[config.mk]
export PLATFORM = sky130hd
export DESIGN_NAME = memory_port_arbiter
export DESIGN_NICKNAME = d
export VERILOG_FILES = /design/src/rtl/mem_arb_pkg.sv /design/src/rtl/mem_arb_grant.sv /design/src/rtl/memory_port_arbiter.sv
export SDC_FILE = /design/constraint.sdc
export NUM_CORES = 1
export LEC_CHECK = 0
export BUFFER_PORTS_ARGS = -buffer_cell sky130_fd_sc_hd__buf_2
export CAP_MARGIN = 15
export CORE_UTILIZATION = 45
export DETAILED_ROUTE_END_ITERATION = 10
export GPL_ROUTABILITY_DRIVEN = 0
export PLACE_DENSITY = 0.8
export SLEW_MARGIN = 20
export SYNTH_ARGS = -nofsm -noshare
export SYNTH_HDL_FRONTEND = slang
export SYNTH_HIERARCHICAL = 1
export SYNTH_SLANG_ARGS = --single-unit
[constraint.sdc]
create_clock -name clk -period 3.95 [get_ports clk]
set_input_delay 0 -clock clk [delete_from_list [all_inputs] [get_ports clk]]
set_output_delay 0 -clock clk [all_outputs]
set_load 0.005 [all_outputs]
[src/rtl/mem_arb_pkg.sv]
// Shared types and helpers for the IF/DM memory port arbiter.
// The ARB_ROUND_ROBIN_EN build option is handled in mem_arb_grant.
package mem_arb_pkg;

  typedef enum logic {
    IDLE = 1'b0,
    BUSY = 1'b1
  } arb_state_e;

  typedef enum logic {
    REQ_IF = 1'b0,
    REQ_DM = 1'b1
  } req_id_e;

  // Smallest width (at least 1) able to index 'value' distinct states
  function automatic int clog2(input int value);
    int w;
    w = 1;
    while ((1 << w) < value) w = w + 1;
    return w;
  endfunction

endpackage

[src/rtl/mem_arb_grant.sv]
// Combinational requester picker for the memory port arbiter.
// Define ARB_ROUND_ROBIN_EN for alternating grants on ties; otherwise DM always wins.
module mem_arb_grant
  import mem_arb_pkg::*;
(
  input  logic    i_if_valid,
  input  logic    i_dm_valid,
  input  req_id_e i_last_served,
  output logic    o_grant_valid,
  output req_id_e o_grant_id
);

  assign o_grant_valid = i_if_valid | i_dm_valid;

`ifdef ARB_ROUND_ROBIN_EN
  // On a tie the requester that was not served last wins
  always_comb begin
    o_grant_id = REQ_IF;
    if (i_if_valid && i_dm_valid) begin
      if (i_last_served == REQ_IF) o_grant_id = REQ_DM;
      else                         o_grant_id = REQ_IF;
    end else if (i_dm_valid) begin
      o_grant_id = REQ_DM;
    end
  end
`else
  logic w_unused_last;
  assign w_unused_last = i_last_served;

  always_comb begin
    o_grant_id = REQ_IF;
    if (i_dm_valid) o_grant_id = REQ_DM;
  end
`endif

endmodule

[src/rtl/memory_port_arbiter.sv]
// Shares one single-port memory between instruction fetch and data memory requesters.
// Tie-break policy selected by ARB_ROUND_ROBIN_EN (see mem_arb_grant).
module memory_port_arbiter
  import mem_arb_pkg::*;
#(
  parameter int ADDR_W      = 32,
  parameter int DATA_W      = 32,
  parameter int MEM_LATENCY = 1
) (
  input  logic              clk,
  input  logic              rst_n,
  input  logic              if_req_valid,
  output logic              if_req_ready,
  input  logic [ADDR_W-1:0] if_addr,
  output logic              if_rsp_valid,
  output logic [DATA_W-1:0] if_rsp_data,
  input  logic              dm_req_valid,
  output logic              dm_req_ready,
  input  logic [ADDR_W-1:0] dm_addr,
  input  logic              dm_we,
  input  logic [DATA_W-1:0] dm_wdata,
  output logic              dm_rsp_valid,
  output logic [DATA_W-1:0] dm_rsp_data,
  output logic [ADDR_W-1:0] mem_addr,
  output logic              mem_re,
  output logic              mem_we,
  output logic [DATA_W-1:0] mem_wdata,
  input  logic [DATA_W-1:0] mem_rdata
);

  localparam int               CNT_W   = clog2(MEM_LATENCY + 1);
  localparam logic [CNT_W-1:0] LAT_CNT = CNT_W'(MEM_LATENCY);

  generate
    if (MEM_LATENCY < 1) begin : g_bad_latency
      $error("memory_port_arbiter: MEM_LATENCY must be >= 1");
    end
  endgenerate

  arb_state_e        r_state, w_next_state;
  logic [CNT_W-1:0]  r_cnt;
  req_id_e           r_owner, r_last_served, w_grant_id;
  logic              r_is_write;
  logic              w_grant_valid, w_idle, w_if_hs, w_dm_hs, w_dm_write, w_accept, w_last_beat;
  logic [ADDR_W-1:0] r_mem_addr;
  logic [DATA_W-1:0] r_mem_wdata, r_if_rsp_data, r_dm_rsp_data;
  logic              r_mem_re, r_mem_we, r_if_rsp_valid, r_dm_rsp_valid;

  mem_arb_grant u_grant (
    .i_if_valid    (if_req_valid),
    .i_dm_valid    (dm_req_valid),
    .i_last_served (r_last_served),
    .o_grant_valid (w_grant_valid),
    .o_grant_id    (w_grant_id)
  );

  // Ready is gated by rst_n so every output reads 0 while reset is held
  assign w_idle       = rst_n && (r_state == IDLE);
  assign if_req_ready = w_idle && w_grant_valid && (w_grant_id == REQ_IF);
  assign dm_req_ready = w_idle && w_grant_valid && (w_grant_id == REQ_DM);
  assign w_if_hs      = if_req_valid && if_req_ready;
  assign w_dm_hs      = dm_req_valid && dm_req_ready;
  assign w_dm_write   = w_dm_hs && dm_we;
  assign w_accept     = w_if_hs || w_dm_hs;
  assign w_last_beat  = (r_state == BUSY) && (r_cnt == LAT_CNT);

  always_ff @(posedge clk or negedge rst_n) begin
    if (!rst_n) r_state <= IDLE;
    else        r_state <= w_next_state;
  end

  always_comb begin
    w_next_state = r_state;
    case (r_state)
      IDLE: if (w_accept)    w_next_state = BUSY;
      BUSY: if (w_last_beat) w_next_state = IDLE;
    endcase
  end

  // Capture on handshake, hold through BUSY, respond on the edge that leaves BUSY
  always_ff @(posedge clk or negedge rst_n) begin
    if (!rst_n) begin
      r_cnt          <= '0;
      r_owner        <= REQ_IF;
      r_last_served  <= REQ_IF;
      r_is_write     <= 1'b0;
      r_mem_addr     <= '0;
      r_mem_wdata    <= '0;
      r_mem_re       <= 1'b0;
      r_mem_we       <= 1'b0;
      r_if_rsp_valid <= 1'b0;
      r_if_rsp_data  <= '0;
      r_dm_rsp_valid <= 1'b0;
      r_dm_rsp_data  <= '0;
    end else begin
      r_if_rsp_valid <= 1'b0;
      r_dm_rsp_valid <= 1'b0;
      if (w_accept) begin
        r_cnt         <= CNT_W'(1);
        r_owner       <= w_grant_id;
        r_last_served <= w_grant_id;
        r_is_write    <= w_dm_write;
        r_mem_addr    <= w_dm_hs ? dm_addr : if_addr;
        r_mem_wdata   <= w_dm_write ? dm_wdata : '0;
        r_mem_re      <= !w_dm_write;
        r_mem_we      <= w_dm_write;
      end else if (r_state == BUSY) begin
        r_mem_we <= 1'b0;
        if (w_last_beat) begin
          r_cnt       <= '0;
          r_mem_re    <= 1'b0;
          r_mem_addr  <= '0;
          r_mem_wdata <= '0;
          if (r_owner == REQ_IF) begin
            r_if_rsp_valid <= 1'b1;
            r_if_rsp_data  <= mem_rdata;
          end else begin
            r_dm_rsp_valid <= 1'b1;
            if (!r_is_write) r_dm_rsp_data <= mem_rdata;
          end
        end else begin
          r_cnt <= r_cnt + 1'b1;
        end
      end
    end
  end

  assign mem_addr     = r_mem_addr;
  assign mem_re       = r_mem_re;
  assign mem_we       = r_mem_we;
  assign mem_wdata    = r_mem_wdata;
  assign if_rsp_valid = r_if_rsp_valid;
  assign if_rsp_data  = r_if_rsp_data;
  assign dm_rsp_valid = r_dm_rsp_valid;
  assign dm_rsp_data  = r_dm_rsp_data;

endmodule

==> results_dict.tcl <==
set metrics [dict create \
    outcome "completed" \
    drcViolationCount 0 \
    root_buffer "clkbuf_16" \
    path_cells "dlygate4sd3_1 -> buf_2 -> or2_1 -> and3b_1 -> a21oi_4 -> buf_4 -> a22o_1" \
    worstPathRequired_ps 4290 \
    syn_inst 352 \
    tightest_slew_ps 808.7 \
    die_area_mm2 0.01222 \
    clk_pin_slew_ps 60 \
    pwr-share-seq_pct 41.6 \
    routed_wl_um 16600 \
    final_common_cell "buf_2" \
    dr_total_vias 4757 \
    grt_pass1_wl_um 26810 \
    r2r-end "mem_wdata[2]$_DFFE_PN0P_" \
    gr-total-overflow 0 \
    p_leak_nw 4.207 \
    io_pins 267 \
    cp_top_family "buffers and inverters" \
    cp_slowest_cell "dlygate4sd3_1" \
    ir_drop_v 0.0005179 \
    wl_per_cell_um 18.43 \
    finalSetupTns_ps 0 \
    port_buffers 266 \
    p_sw_w 0.001533 \
    drt_iter0_drc 312 \
    maxCapViolations 0 \
    crit_type "primary input to flop" \
    synth-seq-cells 136 \
    worstHoldStart "if_req_valid" \
    die_w_um 110.6 \
    crit_buf_inv 3 \
    intPower_w 0.003707 \
    grt_usage_pct 28.17 \
    fmax_ghz 0.4569 \
    cp_max_fo 44 \
    layout-drive-gt1-share_pct 49.14 \
    critPathArrivalTime_ps 2530 \
    antenna_found_initial 1 \
    start_util_pct 46.25 \
    area_growth_pct 61.34 \
    synth_nets 485 \
    fin_worst_skew_ps 7.518 \
    cts_max_level 4 \
    layout_common_cells "buf_2 (265), dfrtp_1 (136), dlygate4sd3_1 (131)" \
    synth_cell_types 28 \
    fin_util_pct 74.62 \
    ant_nets 0 \
    dieHeight_um 110.6 \
    synth_area_mm2 0.005304 \
    vias_per_cell 5.280 \
    whs_path_depth 3 \
    startpoint_type "primary input" \
    end_kind "flop" \
    hold_class "primary input to flop" \
    switching_share_pct 29.26 \
    pwr-share-comb_pct 29.3 \
    cts.sinks 136 \
    r2r_slack_ps 1940 \
    grt_start_max_net_pins 66 \
    ys.warnings.count 6 \
    clockPowerShare_pct 29.0 \
    slew_viol_final 0 \
    syn_area_per_cell_um2 15.07 \
    clk_latency_ps 410 \
    clk_path_buf_depth 2 \
    dp_hpwl_um 9270 \
    min_to "r_last_served$_DFFE_PN0P_" \
    min_period_over_period_pct 55.41 \
    numCtsBuffers 17 \
    first_global_vias 5250 \
    reg2reg_from "r_state$_DFF_PN0_" \
    finalHoldViolCount 0 \
    final-setup-viol-count 0 \
    cts_resized 0 \
    p_per_area_mw_per_mm2 612.4 \
    nets 877 \
    slew-limit-headroom_pct 46.09 \
    core.rowCount 39 \
    synth_sequential_area_ratio_pct 64.17 \
    core_mm2 0.01147 \
    cts_tree "done" \
    rsz0062_at_grt "no" \
    ff2ff_path_depth 4 \
    post-route-min-period_ps 2189 \
    drt-pass1-iter-count 5 \
    critPathMaxStageDelay_ps 540 \
]
-- cells by family (layout without fill, tap and decap cells) --
family                 after synthesis  in the layout  synth area share [%]
AO/OA/AOI/OAI                      103            103                 16.23
buffers and inverters               31            436                 3.987
AND/OR/NAND/NOR                     16             16                 1.628
flip-flops                         136            136                 64.17
multiplexers                        66             66                 13.99
other                                0              1                     0
-- layout make-up --
| class | instances | area, µm² |
|---|---|---|
| diodes | 1 | 2.502 |
| fillers | 687 | 2910 |
| flip-flops and latches | 136 | 3403 |
| well taps | 143 | 178.9 |
| multi-input cells | 185 | 1705 |
| repair buffers | 403 | 2690 |
| inverters | 1 | 3.754 |
| clock buffers | 20 | 446.7 |
| clock inverters | 12 | 126.4 |
-- worst max-delay path by stage --
stage	start	to	slack, ps	depth (start not counted)
2_1_floorplan	r_last_served$_DFFE_PN0P_	dm_rsp_data[10]$_DFFE_PN0P_	2480	5
3_3_place_gp	r_state$_DFF_PN0_	mem_wdata[10]$_DFFE_PN0P_	1870	3
3_5_place_dp	dm_req_valid	mem_addr[22]$_DFFE_PN0P_	1970	6
4_1_cts	dm_req_valid	mem_addr[0]$_DFFE_PN0P_	1700	6
5_1_grt	dm_req_valid	mem_wdata[2]$_DFFE_PN0P_	1650	7
6_report	dm_req_valid	mem_wdata[2]$_DFFE_PN0P_	1760	7
-- power groups by stage --
| stage | clock, W | sequential, W | combinational, W |
|---|---|---|---|
| 6_report | 0.00152 | 0.00218 | 0.00154 |
| 5_1_grt | 0.00161 | 0.00224 | 0.00165 |
| 4_1_cts | 0.00154 | 0.00215 | 0.00151 |
| 3_5_place_dp | 0 | 0.00217 | 0.00140 |
| 3_3_place_gp | 0 | 0.00214 | 0.00134 |
| 2_1_floorplan | 0 | 0.00220 | 0.000638 |
-- cells in the mapped netlist (all sizes together) --
| master | instances | area [µm²] |
|---|---|---|
| dfrtp | 136 | 3403 |
| mux2 | 65 | 732.0 |
| a22o | 32 | 280.3 |
| a22oi | 32 | 240.2 |
| o2bb2ai | 32 | 280.3 |
| buf | 19 | 166.4 |
| clkbuf | 11 | 41.29 |
| and2 | 3 | 18.77 |
| nand2 | 3 | 11.26 |
| nor2 | 3 | 11.26 |
| a21oi | 2 | 21.27 |
| and3 | 2 | 12.51 |
| a21boi | 1 | 7.510 |
| a21o | 1 | 7.510 |
| a221o | 1 | 10.01 |
| a31o | 1 | 8.760 |
| and3b | 1 | 8.760 |
| inv | 1 | 3.750 |
| mux2i | 1 | 10.01 |
| nand2b | 1 | 6.260 |
| nand3 | 1 | 5.000 |
| nor2b | 1 | 6.260 |
| o21ai | 1 | 5.000 |
| or2 | 1 | 6.260 |
-- registers in the layout, summed over array words and instances, names as in the netlist --
register,flops
dm_rsp_data,32
r_last_served,1
r_cnt,1
if_rsp_data,32
mem_we,1
dm_rsp_valid,1
mem_addr,32
if_rsp_valid,1
mem_wdata,32
r_is_write,1
r_state,1
mem_re,1
-- routing by layer --
| layer | routed length [µm] | GRT usage, % | vias to the layer above |
|---|---|---|---|
| met5 | 0 | 0 | - |
| met4 | 752 | 17.07 | 0 |
| met3 | 1071 | 7.464 | 67 |
| met2 | 8954 | 50.06 | 261 |
| met1 | 5823 | 29.69 | 2317 |
| li1 | - | - | 2112 |
-- worst min-delay path: cells and delay by family --
family	cells	cell delay, ps
AO/OA/AOI/OAI	2	360
buffers and inverters	1	120
-- per-stage QoR --
step / cell area, µm² / worst slack [ps] / hold WS [ps] / power, W / instances
after floorplan: 5304 / 2481 / -295.6 / 0.002838 / 352
final: 8557 / 1761 / 100.6 / 0.005240 / 901
after CTS: 8549 / 1700 / 81.64 / 0.005205 / 900
after global routing: 8557 / 1646 / 129.4 / 0.005497 / 901
after detailed placement: 6665 / 1971 / -162.8 / 0.003562 / 737
after global placement: 6659 / 1872 / -166.6 / 0.003482 / 737
-- repair_timing --
action,in CTS,in global routing
hold buffers,131,0
hold endpoints to repair,200,0
setup buffers,0,0
No activity file was read; power rests on OpenSTA's default activity.
